$ cat src/rtl/change_dispense_ctrl_pkg.sv
// Shared constants, coin values and FSM encoding for the change dispenser.
// Optional hopper timeout is enabled with `define CHANGE_DISPENSE_TIMEOUT_EN.
package change_dispense_ctrl_pkg;

    localparam int CD_TOTAL_BITS = 31;
    localparam int CD_NUM_COINS  = 3;

    typedef enum logic [1:0] {
        ST_IDLE     = 2'd0,
        ST_SELECT   = 2'd1,
        ST_DISPENSE = 2'd2,
        ST_DONE     = 2'd3
    } state_t;

    // Denomination index 0 is the smallest coin; the one-hot select uses the same order.
    function automatic logic [31:0] coin_value(input int idx);
        case (idx)
            0:       coin_value = 32'd100;
            1:       coin_value = 32'd500;
            default: coin_value = 32'd1000;
        endcase
    endfunction

endpackage

$ cat src/rtl/change_dispense_ctrl_coin_pick.sv
// Greedy selector: highest denomination that is in stock and not larger than
// the remaining amount. Purely combinational.
module change_coin_pick
    import change_dispense_ctrl_pkg::*;
#(
    parameter int TOTAL_BITS = CD_TOTAL_BITS,
    parameter int NUM_COINS  = CD_NUM_COINS,
    parameter int INV_BITS   = 8
) (
    input  logic [TOTAL_BITS-1:0]         remaining,
    input  logic [NUM_COINS*INV_BITS-1:0] inv_flat,
    output logic [NUM_COINS-1:0]          pick,
    output logic                          found
);

    logic [NUM_COINS-1:0] qual;

    generate
        for (genvar gi = 0; gi < NUM_COINS; gi++) begin : g_qual
            assign qual[gi] = (inv_flat[gi*INV_BITS +: INV_BITS] != '0) &&
                              (remaining >= TOTAL_BITS'(coin_value(gi)));
        end
    endgenerate

    // Ascending scan so the last qualifying (largest) coin wins.
    always_comb begin
        pick  = '0;
        found = |qual;
        for (int i = 0; i < NUM_COINS; i++) begin
            if (qual[i]) begin
                pick    = '0;
                pick[i] = 1'b1;
            end
        end
    end

endmodule

$ cat src/rtl/change_dispense_ctrl.sv
// Change payout sequencer: greedy coin selection, hopper valid/ack handshake,
// per-denomination inventory. Optional timeout: CHANGE_DISPENSE_TIMEOUT_EN.
module change_dispense_ctrl
    import change_dispense_ctrl_pkg::*;
#(
    parameter int TOTAL_BITS     = CD_TOTAL_BITS,
    parameter int NUM_COINS      = CD_NUM_COINS,
    parameter int INV_BITS       = 8,
    parameter int INIT_INV       = 10,
    parameter int TIMEOUT_CYCLES = 16
) (
    input  logic                  clk,
    input  logic                  reset_n,
    input  logic                  i_req_valid,
    output logic                  o_req_ready,
    input  logic [TOTAL_BITS-1:0] i_req_amount,
    output logic                  o_hop_valid,
    output logic [NUM_COINS-1:0]  o_hop_sel,
    input  logic                  i_hop_ack,
    input  logic                  i_refill_valid,
    input  logic [NUM_COINS-1:0]  i_refill_sel,
    input  logic [INV_BITS-1:0]   i_refill_count,
    output logic                  o_busy,
    output logic                  o_done,
    output logic [TOTAL_BITS-1:0] o_shortfall,
    output logic [NUM_COINS-1:0]  o_inv_empty,
    output logic                  o_hop_fault
);

    localparam logic [INV_BITS:0] INV_MAX = {1'b0, {INV_BITS{1'b1}}};
    localparam logic [INV_BITS:0] ONE_W   = {{INV_BITS{1'b0}}, 1'b1};

    state_t                        state_reg;
    logic [TOTAL_BITS-1:0]         remaining_reg;
    logic                          hop_valid_reg;
    logic [NUM_COINS-1:0]          hop_sel_reg;
    logic                          req_ready_reg;
    logic                          busy_reg;
    logic                          done_reg;
    logic [TOTAL_BITS-1:0]         shortfall_reg;

    logic [NUM_COINS*INV_BITS-1:0] inv_flat;
    logic [NUM_COINS-1:0]          pick;
    logic                          found;
    logic [TOTAL_BITS-1:0]         sel_value;
    logic                          ack_take;
    logic                          refill_ok;
    logic                          jam;

    assign ack_take  = (state_reg == ST_DISPENSE) && i_hop_ack;
    assign refill_ok = i_refill_valid && $onehot(i_refill_sel);

`ifdef CHANGE_DISPENSE_TIMEOUT_EN
    localparam int TMO_W = $clog2(TIMEOUT_CYCLES + 1);

    logic [TMO_W-1:0] tmo_cnt_reg;
    logic             hop_fault_reg;

    assign jam = (state_reg == ST_DISPENSE) && !i_hop_ack &&
                 (tmo_cnt_reg == TMO_W'(TIMEOUT_CYCLES - 1));

    // Counter sits at zero outside DISPENSE, so each coin starts a fresh window.
    always_ff @(posedge clk) begin
        if (!reset_n) begin
            tmo_cnt_reg   <= '0;
            hop_fault_reg <= 1'b0;
        end else begin
            hop_fault_reg <= jam;
            if (state_reg != ST_DISPENSE || jam) begin
                tmo_cnt_reg <= '0;
            end else begin
                tmo_cnt_reg <= tmo_cnt_reg + 1'b1;
            end
        end
    end

    assign o_hop_fault = hop_fault_reg;
`else
    assign jam         = 1'b0;
    assign o_hop_fault = 1'b0;
`endif

    generate
        for (genvar gi = 0; gi < NUM_COINS; gi++) begin : g_inv
            logic [INV_BITS-1:0] inv_reg;
            logic [INV_BITS:0]   inv_sum;

            // One extra bit catches refill overflow; the ack decrement never
            // borrows because a coin is only issued from non-empty stock.
            always_comb begin
                inv_sum = {1'b0, inv_reg};
                if (refill_ok && i_refill_sel[gi]) begin
                    inv_sum = inv_sum + {1'b0, i_refill_count};
                end
                if (ack_take && hop_sel_reg[gi]) begin
                    inv_sum = inv_sum - ONE_W;
                end
            end

            always_ff @(posedge clk) begin
                if (!reset_n) begin
                    inv_reg <= INV_BITS'(INIT_INV);
                end else if (jam && hop_sel_reg[gi]) begin
                    inv_reg <= '0;
                end else if (inv_sum > INV_MAX) begin
                    inv_reg <= '1;
                end else begin
                    inv_reg <= inv_sum[INV_BITS-1:0];
                end
            end

            assign inv_flat[gi*INV_BITS +: INV_BITS] = inv_reg;
            assign o_inv_empty[gi] = (inv_reg == '0);
        end
    endgenerate

    change_coin_pick #(
        .TOTAL_BITS (TOTAL_BITS),
        .NUM_COINS  (NUM_COINS),
        .INV_BITS   (INV_BITS)
    ) u_pick (
        .remaining  (remaining_reg),
        .inv_flat   (inv_flat),
        .pick       (pick),
        .found      (found)
    );

    always_comb begin
        sel_value = '0;
        for (int i = 0; i < NUM_COINS; i++) begin
            if (hop_sel_reg[i]) begin
                sel_value = sel_value | TOTAL_BITS'(coin_value(i));
            end
        end
    end

    always_ff @(posedge clk) begin
        if (!reset_n) begin
            state_reg     <= ST_IDLE;
            remaining_reg <= '0;
            hop_valid_reg <= 1'b0;
            hop_sel_reg   <= '0;
            req_ready_reg <= 1'b1;
            busy_reg      <= 1'b0;
            done_reg      <= 1'b0;
            shortfall_reg <= '0;
        end else begin
            done_reg <= 1'b0;
            case (state_reg)
                ST_IDLE: begin
                    if (i_req_valid) begin
                        remaining_reg <= i_req_amount;
                        req_ready_reg <= 1'b0;
                        busy_reg      <= 1'b1;
                        state_reg     <= ST_SELECT;
                    end
                end
                ST_SELECT: begin
                    if (remaining_reg == '0 || !found) begin
                        shortfall_reg <= remaining_reg;
                        done_reg      <= 1'b1;
                        state_reg     <= ST_DONE;
                    end else begin
                        hop_sel_reg   <= pick;
                        hop_valid_reg <= 1'b1;
                        state_reg     <= ST_DISPENSE;
                    end
                end
                ST_DISPENSE: begin
                    if (i_hop_ack) begin
                        remaining_reg <= remaining_reg - sel_value;
                        hop_valid_reg <= 1'b0;
                        hop_sel_reg   <= '0;
                        state_reg     <= ST_SELECT;
                    end else if (jam) begin
                        hop_valid_reg <= 1'b0;
                        hop_sel_reg   <= '0;
                        state_reg     <= ST_SELECT;
                    end
                end
                ST_DONE: begin
                    req_ready_reg <= 1'b1;
                    busy_reg      <= 1'b0;
                    state_reg     <= ST_IDLE;
                end
                default: state_reg <= ST_IDLE;
            endcase
        end
    end

    assign o_req_ready = req_ready_reg;
    assign o_hop_valid = hop_valid_reg;
    assign o_hop_sel   = hop_sel_reg;
    assign o_busy      = busy_reg;
    assign o_done      = done_reg;
    assign o_shortfall = shortfall_reg;

endmodule

$ cat config.mk
export PLATFORM = sky130hd
export DESIGN_NAME = change_dispense_ctrl
export DESIGN_NICKNAME = d
export VERILOG_FILES = /design/src/rtl/change_dispense_ctrl_pkg.sv /design/src/rtl/change_dispense_ctrl_coin_pick.sv /design/src/rtl/change_dispense_ctrl.sv
export SDC_FILE = /design/constraint.sdc
export NUM_CORES = 1
export LEC_CHECK = 0
export CORE_MARGIN = 4
export CORE_UTILIZATION = 40
export CTS_CLUSTER_DIAMETER = 200
export DETAILED_ROUTE_END_ITERATION = 16
export PLACE_DENSITY_LB_ADDON = 0.08
export SYNTH_ARGS = -nofsm -noshare
export SYNTH_HDL_FRONTEND = slang
export SYNTH_HIERARCHICAL = 1
export SYNTH_SLANG_ARGS = --single-unit
$ cat constraint.sdc
create_clock -name clk -period 4.7 [get_ports clk]
set_input_delay 0.705 -clock clk [delete_from_list [all_inputs] [get_ports clk]]
set_output_delay 0.705 -clock clk [all_outputs]
set_load 0.05 [all_outputs]
==> impl_metrics.yaml <==
synthesis:
  synth_area_per_cell_sq_um: 7.75
  synth_top_area_frac: 0.282
  synth_top_area_cell: "dfxtp_1"
  netlist_area_sq_um: 6750
  ys_types: 84
  ys_seq_elements: 95
  synth_seq_area_share: 0.282
  synthCells: 870
  yosysWarnings: 6
  yosys_most_used_dff: "dfxtp_1"
  synthesis.nets: 957
  synth.area.top_cells: "dfxtp_1 (28%), nand2_1 (7.0%), ha_1 (6.5%)"
  synthArstFlopShare: 0
  synth_edf_count: 0
worst_setup_path:
  crit_fanout: 6
  crit_path_end_kind: "register"
  required_ns: 4.93
  critPathKind: "in -> reg"
  start_kind: "input pin"
  arrival_ns: 4.13
layout:
  final_common_cell: "nand2_1"
  layout.cells.non_filler: 1166
  area_delta_synth_final_pct: 20.0
  nets: 1028
  layout_common_cells: "nand2_1 (125), dfxtp_1 (95), clkdlybuf4s50_1 (87), a21oi_1 (82), nor2_1 (79)"
  insertedDiodeCount: 0
  drive_gt1_frac: 0.0719
  final_core_util: 0.488
pwr:
  p_clk_frac: 0.322
  finalPower_mw: 2.28
  p_seq_frac: 0.404
  cellPowerDensity_nw_per_um2: 282
  internal_power_mw: 1.51
  swShare: 0.335
  pwr-share-comb: 0.273
  peakVddDrop_mv: 0.181
  power_switching_uw: 764
  power.leakage_nw: 2.97
grt:
  grt_pass1_wl_microns: 32100
  grt_max_degree: 70
  grt.total_usage: 0.211
  grt_pass1_vias: 6169
  antenna_found_initial: 0
  gr-total-overflow: 0
place:
  port_buffers: 87
  placedCellCount: 1150
  dpl.hpwl_microns: 15000
  gp_congestion: 0.850
detailed_routing:
  drt_first_pass_iters: 5
  remaining_drc_errors: 0
  drt_iter0_markers: 397
  wl_microns: 20000
  wl_per_cell_microns: 17.2
  postRouteAntennaNets: 0
  num_vias: 6669
  vias_per_cell: 5.72
timing:
  skew_ns: 0.00617
  relSlewSlack: 0.480
  hold_slack_ns: 0.455
  finalSetupTns_ns: 0
  report.final.slew_viol_count: 0
  hold_violations: 0
  worstMarginPinSlew_ns: 0.778
  clock.fmax_mhz: 257
  period_needed_ns: 3.89
  rsz0062_at_grt: "false"
  finalSetupViolCount: 0
  period_share: 0.828
cts:
  root_buffer: "clkbuf_16"
  worstSkewPairLatency_ns: 0.34
  holdBufCountCts: 0
  cts_made_buffers: 9
  postCtsSetupRepairBufs: 0
  cts_max_level: 3
  clk_pin_slew_ns: 0.06
  clockBufferDepth: 2
  cts_tree: "built"
  post_cts_resized: 0
  clock-sinks: 95
floorplanning:
  die_h_microns: 138
  die-area_sq_um: 19000
  die_x_microns: 138
  initial_core_util: 0.407
  core_area_sq_um: 16600
  pin_count: 89
  rows: 47
status:
  status: "completed"
hold_path:
  hold_path_class: "reg -> reg"
run:
  drv_cap: 0
## final cells by class
| type | instances | area (sq um) |
|---|---|---|
| sequential | 95 | 1900 |
| clock inverter | 5 | 58.8 |
| multi-input combinational | 707 | 4540 |
| inverter | 26 | 97.6 |
| clock buffer | 11 | 233 |
| fill | 1717 | 8490 |
| tap | 220 | 275 |
| timing repair buffer | 102 | 983 |
## critical path, cell delays in order
cell             delay, ns
clkdlybuf4s50_1       0.50
inv_1                 0.07
fa_1                  0.61
nand4b_2              0.17
mux2i_1               0.33
ha_1                  0.23
nand3_2               0.11
or4_1                 0.45
o41ai_2               0.07
buf_4                 0.19
and4b_1               0.27
nand2_1               0.11
mux2_2                0.32
## worst paths after layout
kind                                           from                   to  slack (ns)  cells after the start
worst min-delay path                 o_shortfall[3]       o_shortfall[3]        0.46                      2
worst max register to register  g_inv[2].inv_reg[0]  g_inv[2].inv_reg[1]        1.52                     12
worst max-delay path                i_refill_sel[0]  g_inv[2].inv_reg[1]        0.81                     13
worst min register to register       o_shortfall[3]       o_shortfall[3]        0.46                      2
## metrics by stage
stage	area (sq um)	setup WS, ns
final	8090	0.806
after global routing	8090	0.544
after CTS	8090	0.827
after detailed placement	7800	0.475
after global placement	7800	0.514
after floorplan	6750	1.15
## power groups by stage
stage / Clock, mW / Sequential (mW) / Combinational, mW
global placement: 0 / 0.940 / 0.617
global route: 0.781 / 0.928 / 0.693
finish: 0.735 / 0.921 / 0.623
detailed placement: 0 / 0.939 / 0.615
floorplan: 0 / 0.920 / 0.443
CTS: 0.752 / 0.921 / 0.619
## per-layer routing
| layer | vias to the layer above | part of all wire | track usage | wire (microns) |
|---|---|---|---|---|
| met5 | - | 0 | 0 | 0 |
| met4 | 0 | 0.015 | 0.0554 | 291 |
| met2 | 155 | 0.48 | 0.360 | 9580 |
| met3 | 17 | 0.043 | 0.0283 | 852 |
| li1 | 3371 | - | - | - |
| met1 | 3126 | 0.46 | 0.282 | 9300 |
## synthesized netlist by cell type, types with 7 or more instances
master and instances:
o31ai_1 8, nor2b_1 12, clkbuf_1 29, or2_2 7, or3_1 10, nor3_1 25, dfxtp_1 95, o21ai_0 44
a211oi_1 22, ha_1 35, nor4_1 17, nand2_1 125, o311ai_0 9, nand2b_1 10, inv_1 26, a21o_1 7
xnor2_1 14, nand4_1 13, a21oi_1 82, o21a_1 11, nand3_1 17, mux2i_1 9, xor2_1 12, a31oi_1 10
nor2_1 79
## cell families after synthesis
| logic type | Yosys count | share of synthesized area |
|---|---|---|
| DFF | 95 | 0.282 |
| adders and majority gates | 40 | 0.0797 |
| buffers and inverters | 68 | 0.0449 |
| xor gates and xnor gates | 26 | 0.0338 |
| other | 1 | 0.000556 |
| AOI/OAI and AO/OA | 257 | 0.258 |
| and+or+nand+nor | 368 | 0.278 |
| muxes | 15 | 0.0234 |
Note: power is estimated with default switching activity, not from simulation.
